<file path="src/rtl/btn_debounce.sv">
// Multi-channel push-button conditioner: 2-FF sync, polarity normalise, stability counter.
// Optional sticky press-event flags and IRQ output are built when DEBOUNCE_IRQ_EN is defined.
module btn_debounce #(
  parameter int unsigned WIDTH           = 6,
  parameter int unsigned DEBOUNCE_CYCLES = 100000,
  parameter int unsigned ACTIVE_LOW      = 1
) (
  input  logic             i_clk,
  input  logic             i_rst,
  input  logic [WIDTH-1:0] i_btn,
  output logic [WIDTH-1:0] o_state,
  output logic [WIDTH-1:0] o_press_stb,
  output logic [WIDTH-1:0] o_release_stb
`ifdef DEBOUNCE_IRQ_EN
  ,
  input  logic [WIDTH-1:0] i_event_clr,
  output logic [WIDTH-1:0] o_event,
  output logic             o_irq
`endif
);

  localparam int unsigned CNT_W = $clog2(DEBOUNCE_CYCLES + 1);
  localparam logic [CNT_W-1:0] CNT_LAST = CNT_W'(DEBOUNCE_CYCLES - 1);
  localparam logic REL_LVL = (ACTIVE_LOW != 0);

  logic [WIDTH-1:0] r_ff1;
  logic [WIDTH-1:0] r_ff2;
  logic [WIDTH-1:0] r_state;
  logic [WIDTH-1:0] r_press_stb;
  logic [WIDTH-1:0] r_release_stb;
  logic [CNT_W-1:0] r_cnt [WIDTH];

  logic [WIDTH-1:0] w_s;
  logic [WIDTH-1:0] w_state_d;
  logic [WIDTH-1:0] w_press_d;
  logic [WIDTH-1:0] w_release_d;
  logic [CNT_W-1:0] w_cnt_d [WIDTH];

  // Sync flops reset to the released level so a held button still qualifies after reset.
  always_ff @(posedge i_clk or posedge i_rst) begin
    if (i_rst) begin
      r_ff1 <= {WIDTH{REL_LVL}};
      r_ff2 <= {WIDTH{REL_LVL}};
    end else begin
      r_ff1 <= i_btn;
      r_ff2 <= r_ff1;
    end
  end

  assign w_s = r_ff2 ^ {WIDTH{REL_LVL}};

  always_comb begin
    w_state_d   = r_state;
    w_press_d   = '0;
    w_release_d = '0;
    for (int i = 0; i < int'(WIDTH); i++) begin
      w_cnt_d[i] = r_cnt[i];
      if (w_s[i] == r_state[i]) begin
        w_cnt_d[i] = '0;
      end else if (r_cnt[i] == CNT_LAST) begin
        w_state_d[i]   = w_s[i];
        w_cnt_d[i]     = '0;
        w_press_d[i]   = w_s[i];
        w_release_d[i] = ~w_s[i];
      end else begin
        w_cnt_d[i] = r_cnt[i] + 1'b1;
      end
    end
  end

  always_ff @(posedge i_clk or posedge i_rst) begin
    if (i_rst) begin
      r_state       <= '0;
      r_press_stb   <= '0;
      r_release_stb <= '0;
      for (int i = 0; i < int'(WIDTH); i++) begin
        r_cnt[i] <= '0;
      end
    end else begin
      r_state       <= w_state_d;
      r_press_stb   <= w_press_d;
      r_release_stb <= w_release_d;
      for (int i = 0; i < int'(WIDTH); i++) begin
        r_cnt[i] <= w_cnt_d[i];
      end
    end
  end

  assign o_state       = r_state;
  assign o_press_stb   = r_press_stb;
  assign o_release_stb = r_release_stb;

`ifdef DEBOUNCE_IRQ_EN
  logic [WIDTH-1:0] r_event;

  // A press strobe overrides a simultaneous clear.
  always_ff @(posedge i_clk or posedge i_rst) begin
    if (i_rst) begin
      r_event <= '0;
    end else begin
      r_event <= (r_event & ~i_event_clr) | r_press_stb;
    end
  end

  assign o_event = r_event;
  assign o_irq   = |r_event;
`endif

endmodule
</file>
<file path="config.mk">
export PLATFORM = sky130hd
export DESIGN_NAME = btn_debounce
export DESIGN_NICKNAME = d
export VERILOG_FILES = /design/src/rtl/btn_debounce.sv
export SDC_FILE = /design/constraint.sdc
export NUM_CORES = 1
export LEC_CHECK = 0
export CORE_MARGIN = 5
export CORE_UTILIZATION = 50
export DETAILED_ROUTE_END_ITERATION = 12
export PLACE_DENSITY = 0.67
export SLEW_MARGIN = 15
export SYNTH_ARGS = -nofsm -noshare
export SYNTH_HDL_FRONTEND = slang
export SYNTH_SLANG_ARGS = --single-unit
</file>
<file path="constraint.sdc">
create_clock -name i_clk -period 3.7 [get_ports i_clk]
set_clock_uncertainty 0.1 [all_clocks]
set_input_delay 0.37 -clock i_clk [delete_from_list [all_inputs] [get_ports i_clk]]
set_output_delay 0.37 -clock i_clk [all_outputs]
set_load 0.005 [all_outputs]
</file>
* Yosys cells after proc, flatten, opt, wreduce, memory -nomap -nowiden
Cells that the tools add are included.
** Storage, ports and cells
- Word-level logic and storage cells :: 89
- Output and inout port bits :: 18
- Register bits :: 132
- Bits of input ports :: 8
** Operators by class
- Reductions and logical operators :: 6
- Equal/unequal tests :: 12
- Add/subtract/negate cells :: 6
- Muxes and demuxes :: 36
- Bitwise gates (word level) :: 13
** Operator list (number)
- two-way mux 17 bit :: 12
- adder 17 x 1 -> 17 bit (second input constant) :: 6
- == test 17 bit (second input constant) :: 6
- two-way mux 1 bit :: 24
- inverter 1 bit :: 12
- AND reduction 2 bit :: 6
- == test 1 bit :: 6
- inverter 6 bit :: 1

* Depth between registers and ports, before layout
Gate-level depths: netlist of run 1.
- Word-level depth :: 4
- Gate-level depth with buffers :: 7
- Mapped depth without buffers :: 5

* Least setup slack after synthesis of run 1
OpenSTA, ideal clock, no wires.
- Kind :: reg-to-reg
- Start point :: register r_cnt[90] (netlist bit)
- End point :: register r_cnt[92] (netlist bit)
- Buffers on the path :: 3
- Cell stages (with the launch flop) :: 8
- Library setup time :: 0.119 ns
- Period minus slack after synthesis :: 2.034 ns
- Required time :: 3.481 ns
- Arrival :: 1.816 ns
- Setup slack :: 1.666 ns
- Cells stage by stage :: dfrtp_1 -> buf_6 -> or4_1 -> or4_1 -> buf_6 -> nand2_8 -> buf_8 -> nor2_1
** RTL lines
- from (decl) :: line 31 : logic [CNT_W-1:0] r_cnt [WIDTH];
- from (signal, indexed assignment) :: line 84 : r_cnt[i] <= w_cnt_d[i];

==> metrics, run 1 <==
Clock Tree Buf Depth 2; IO Port Bufs 25; Clk Latency, worst-skew pair 0.41 ns; Mapped Cells 577; Iteration-0 DRC Markers roughly 220; Hold Crit Depth 0; HP Class reg -> reg; Gates resized, CTS repair 0; postcts setup bufs 0; Die Area 0.0142 mm2; antenna cell count 0; Synth Warn # 0; Setup TNS Final 0 ns; Worst slew margin 0.599; critical path startpoint category flop; Root Buffer Master clkbuf_16; Rows 40; top achievable clock speed around 470 MHz; Routed WL 10.8 mm; Critical R2R Launch r_cnt[96]$_DFF_PP0_; Layout area overhead 17.7%; Least-Margin Pin Slew between 0.6 and 0.7 ns; CP Capture Type flop; layout cell share with drive strength beyond 1 0.0751; Slew Limit Fails 0; min Tclk post-route 2.12 ns; TritonCTS clock tree yes; number of cells on the worst reg-to-reg path 4; htree depth 4; Tcrit/Tclk final 0.572; Synth Area per Inst a little over 10 um2; final setup fails 0; required time worst endpoint 3.90 ns; Die Y 119 um; Pwr Density approximately 490 mW/mm2; total gr overflow 0; Synth top area share 0.502; largest net degree at the start of global routing 84; mapped cell area 0.00598 mm2; Seq/Total Area, Yosys 0.555; final core utilization 0.593; Reg clk slew, reported paths 0.05 ns; maxcap violations 0; run status complete, no violations; first-pass detailed-route iteration total 5; clock sinks 132; RSZ-0062 raised after global routing false; Synth Register Bits around 130; Remaining DRCs 0; critical path class reg -> reg; first-pass GRT wire length 19.5 mm; Worst Path Arrival between 2 and 2.5 ns; worst hold start r_ff1[2]$_DFF_PP1_; antenna violations before repair 0; Via-to-Cell Ratio 5.47; maximum VDD drop ~370 uV; Hold Vio Cnt, Final 0; dpl hpwl 7.02 mm; critical path startpoint r_cnt[96]$_DFF_PP0_; Netlist cell types 27; Via Count approximately 4200; final-stage net count 627; GP Congestion 0.810; core region area 0.0119 mm2; all-layer global routing usage 0.168; Net Count, Synth between 500 and 600; leakage power between 0.002 and 0.003 uW; number of nets with antenna violations after routing 0; Synth area leader dfrtp_1; Post-CTS Hold Fix Bufs 0; r2r setup slk 1.58 ns; top cells by area, synth dfrtp_1 (50%), xnor2_1 (8.8%), nor2_1 (6.5%), dfstp_2 (5.3%), xor2_1 (4.4%); vias in the first global route around 4200; CTS Buf Count 17; Die X 119 um; Starting Density 0.504; crit-path max FO 16; Top Ports 26; average wire per standard cell 14.0 um
==> flip-flops by register name, indices dropped and copies added (netlist names) <==
signal,flops
r_ff2,6
o_release_stb,6
r_ff1,6
o_state,6
o_press_stb,6
r_cnt,102
==> worst paths after layout <==
path	to
worst max-delay path	r_cnt[96]$_DFF_PP0_
worst min-delay path	r_ff2[2]$_DFF_PP1_
worst max register to register	r_cnt[96]$_DFF_PP0_
worst min register to register	r_ff2[2]$_DFF_PP1_
max in group asynchronous	r_ff1[5]$_DFF_PP1_
min in group asynchronous	r_cnt[87]$_DFF_PP0_
==> worst max-delay path: stages (launching register included) <==
cell	delay (ns)
dfrtp_1	0.44
or4b_1	0.51
or4_1	0.70
nand2_8	0.19
nor2_1	0.06
==> power by group <==
part           switching, uW  total (uW)  leakage, uW  internal (uW)
logic                   60.3        89.0     0.000689           28.7
registers               25.1        1500      0.00179           1470
clock network            584        1830     0.000321           1250
total                    669        3420      0.00280           2750
==> placed cells by master (no fill, tap or decap), types with 9 or more instances in the layout <==
| cell type | n |
|---|---|
| dfrtp_1 | 120 |
| nor2_1 | 104 |
| xnor2_1 | 60 |
| nand2_1 | 42 |
| nand4_1 | 40 |
| nand3_1 | 32 |
| xor2_1 | 30 |
| nor3_1 | 25 |
| clkdlybuf4s50_1 | 25 |
| nor4_1 | 22 |
| clkbuf_16 | 17 |
| dfstp_2 | 12 |
| nor4bb_1 | 10 |
| inv_1 | 10 |
| o21ai_0 | 10 |
| and4_1 | 9 |
| and3_1 | 9 |
==> cell type report <==
| cell class | count | area (um2) |
|---|---|---|
| clock inverters | 9 | 174 |
| flip-flops and latches | 132 | 3320 |
| clock buffers | 23 | 478 |
| repair buffers | 28 | 285 |
| inverters | 11 | 45.0 |
| fillers | 998 | 4830 |
| multi-input cells | 423 | 2550 |
| well taps | 147 | 184 |
==> routing by layer <==
metal	wire [um]	share of wire	vias up	GRT usage
met1	5060	0.47	2056	0.224
met3	409	0.038	13	0.0475
li1	-	-	2096	-
met2	5170	0.48	66	0.258
met5	0	0	-	0
met4	151	0.014	0	0.0687
==> through the flow <==
| stage | hold WS [ns] | std cells | instance area (um2) | setup slack (ns) | power (uW) |
|---|---|---|---|---|---|
| floorplan | 0.245 | 577 | 5980 | 1.60 | 1580 |
| global placement | 0.247 | 741 | 6380 | 1.61 | 1610 |
| detailed placement | 0.248 | 741 | 6380 | 1.59 | 1610 |
| CTS | 0.233 | 773 | 7040 | 1.58 | 3460 |
| global route | 0.246 | 773 | 7040 | 1.46 | 3550 |
| finish | 0.254 | 773 | 7040 | 1.58 | 3420 |
==> cell usage after synthesis <==
library cell and number:
nand2_8 1, or4b_1 1, nor2_1 104, or4_1 4, nand2_1 42, xnor2_1 60, clkbuf_1 8, ha_1 6
buf_8 1, or3_1 5, nand3_1 32, buf_6 2, o21ai_0 10, nor3_1 25, a21oi_1 6, nand4_1 40
nor4_1 22, xor2_1 30, and3_1 9, inv_1 11, dfrtp_1 120, dfstp_2 12, nor4bb_1 10, and4_1 9
a31o_2 1, nor4b_1 5, o31ai_1 1
==> cells by family after synthesis <==
family | after synthesis | synth area share
simple gates | 309 | 0.266
flops | 132 | 0.555
xor+xnor | 90 | 0.132
buf+inv | 22 | 0.0182
compound gates | 18 | 0.0161
fa+ha+maj | 6 | 0.0126
(Power assumes the default switching activity.)
==> run 2: changes to the inputs <==
==> constraint.sdc (replaced) <==
create_clock -name i_clk -period 1.75 [get_ports i_clk]
set_clock_uncertainty 0.1 [all_clocks]
set_input_delay 0.175 -clock i_clk [delete_from_list [all_inputs] [get_ports i_clk]]
set_output_delay 0.175 -clock i_clk [all_outputs]
set_load 0.005 [all_outputs]
==> metrics, run 2 (synthesis results as in run 1) <==
Slew Limit Fails 0 (unchanged); failing checks setup timing; Filler cells 929 (-6.9%); number of cells on the worst reg-to-reg path 5 (+1); Worst slew margin 0.365 (-0.234); Via-to-Cell Ratio 5.45 (-0.43%); Hold Vio Cnt, Final 0 (unchanged); Worst Setup EP r_cnt[101]$_DFF_PP0_; final core utilization 0.636 (+0.0424); worst hold start i_btn[0]; Die Area 0.0142 mm2 (unchanged); worst r2r dst r_cnt[101]$_DFF_PP0_; number of nets with antenna violations after routing 0 (unchanged); commonest cells after routing, fill and taps aside dfrtp_1 (119), nor2_1 (98), xnor2_1 (60); layout cell share with drive strength beyond 1 0.184 (+0.109); Top Ports 26 (unchanged); CTS Buf Count 17 (unchanged); Clock Tree Buf Depth 2 (unchanged); leakage power 0.00301 uW (+7.6%); register area 0.00332 mm2 (about the same); Multi-input gate area 0.00269 mm2 (+5.3%); Starting Density 0.504 (unchanged); critical path startpoint category flop; GP Congestion 0.857 (+5.7%); HP Class in -> reg; vias in the first global route 4325 (+3.0%); commonest non-fill, non-tap cell in the layout dfrtp_1; htree depth 4 (unchanged); Remaining DRCs 0 (unchanged); min Tclk post-route 2.01 ns (-0.109 ns); CP Capture Type flop; max reg flops 102 (unchanged); antenna violations before repair 0 (unchanged); Die X 119 um (unchanged); critical path class reg -> reg; Reg clk slew, reported paths 0.06 ns (about the same); critical path startpoint r_cnt[98]$_DFF_PP0_; dpl hpwl 7.56 mm (+7.8%); all-layer global routing usage 0.171 (+0.00313); post-route non-filler standard cell count 820 (+6.1%); maximum VDD drop 673 uV (+82%); Pwr Density 931 mW/mm2 (+92%); Clk Latency, worst-skew pair 0.42 ns (about the same); clock sinks 132 (unchanged); Via Count 4469 (+5.6%); first-pass detailed-route iteration total 4 (-1); top achievable clock speed 498 MHz (+5.4%); Critical R2R Launch r_cnt[98]$_DFF_PP0_; Least-Margin Pin Slew 0.946 ns (+0.346 ns); average wire per standard cell 14.1 um (+1.3%); Routed WL 11.6 mm (+7.4%); crit-path max FO 8 (-8); placed insts 781 (+5.4%); IO Port Bufs 25 (unchanged); first-pass GRT wire length 19.8 mm (+1.2%); maxcap violations 0 (unchanged); Largest Register r_cnt; Layout area overhead 26.1%; Setup WS post-layout -0.257 ns (-1.84 ns); antenna cell count 0 (unchanged); RSZ-0062 raised after global routing true; Rows 40 (unchanged); total gr overflow 0 (unchanged); core region area 0.0119 mm2 (unchanged); required time worst endpoint 1.95 ns (-1.95 ns); Die Y 119 um (unchanged); Root Buffer Master clkbuf_16; final setup fails 20 (+20); final-stage net count 674 (+7.5%); r2r setup slk -0.26 ns (-1.84 ns); largest net degree at the start of global routing 57 (-32%); Iteration-0 DRC Markers 248 (+12%); Worst Path Arrival 2.20 ns (-0.11 ns); run status finished, violations left; Tcrit/Tclk final 1.15 (+0.575); TritonCTS clock tree yes
==> run 2: repair_timing <==
action                                  4_1_cts  5_1_grt
setup buffers                                 0        6
cloned                                        1        0
hold buffers                                  0        0
pin swaps                                     8        4
endpoints found under the setup margin       20       78
resized for setup                            10       24
==> run 2: layout make-up <==
class	count	share of cell area
Clock inverter	13	0.0207
Timing Repair Buffer	74	0.0920
Clock buffer	19	0.0601
Sequential cell	132	0.440
Inverter	11	0.00598
Tap cell	147	0.0244
Multi-Input combinational cell	424	0.357
==> run 2: per-stage QoR <==
stage | power [uW] | cell area (um2) | setup slack (ns) | hold WS (ns) | TNS, ns
after global placement | 3450 | 6730 | -0.231 | 0.246 | -4.27
final | 7020 | 7540 | -0.257 | 0.0615 | -4.50
after floorplan | 3340 | 5990 | -0.284 | 0.0795 | -22.75
after detailed placement | 3460 | 6730 | -0.272 | 0.247 | -5.08
after CTS | 7100 | 7390 | -0.234 | 0.0429 | -4.32
after global routing | 7290 | 7540 | -0.284 | 0.0571 | -5.18
==> run 2: per-layer routing <==
| metal | track usage | routed length [um] | share of wire |
|---|---|---|---|
| met1 | 0.225 | 5440 | 0.47 |
| met4 | 0.0694 | 231 | 0.020 |
| met5 | 0 | 0 | 0 |
| met2 | 0.267 | 5560 | 0.48 |
| met3 | 0.0489 | 365 | 0.031 |
==> run 2: worst min-delay path by stage <==
stage | to | slack (ns) | cells past startpoint
after floorplan | r_ff1[0]$_DFF_PP1_ | 0.08 | 0
after global placement | r_ff2[1]$_DFF_PP1_ | 0.25 | 0
after detailed placement | r_ff2[1]$_DFF_PP1_ | 0.25 | 0
after CTS | r_ff1[0]$_DFF_PP1_ | 0.04 | 1
after global routing | r_ff1[3]$_DFF_PP1_ | 0.06 | 1
final | r_ff1[0]$_DFF_PP1_ | 0.06 | 1
==> run 2: worst max-delay path, stage by stage (launching register included) <==
cell and delay [ns]:
dfrtp_1 0.37, or4b_4 0.54, or4_4 0.54, buf_12 0.17, nand2_8 0.09, nor2_1 0.08
==> run 2: power breakdown <==
group | switching [uW] | internal, uW
registers | 47.5 | 3110
clock network | 1290 | 2300
logic | 152 | 110
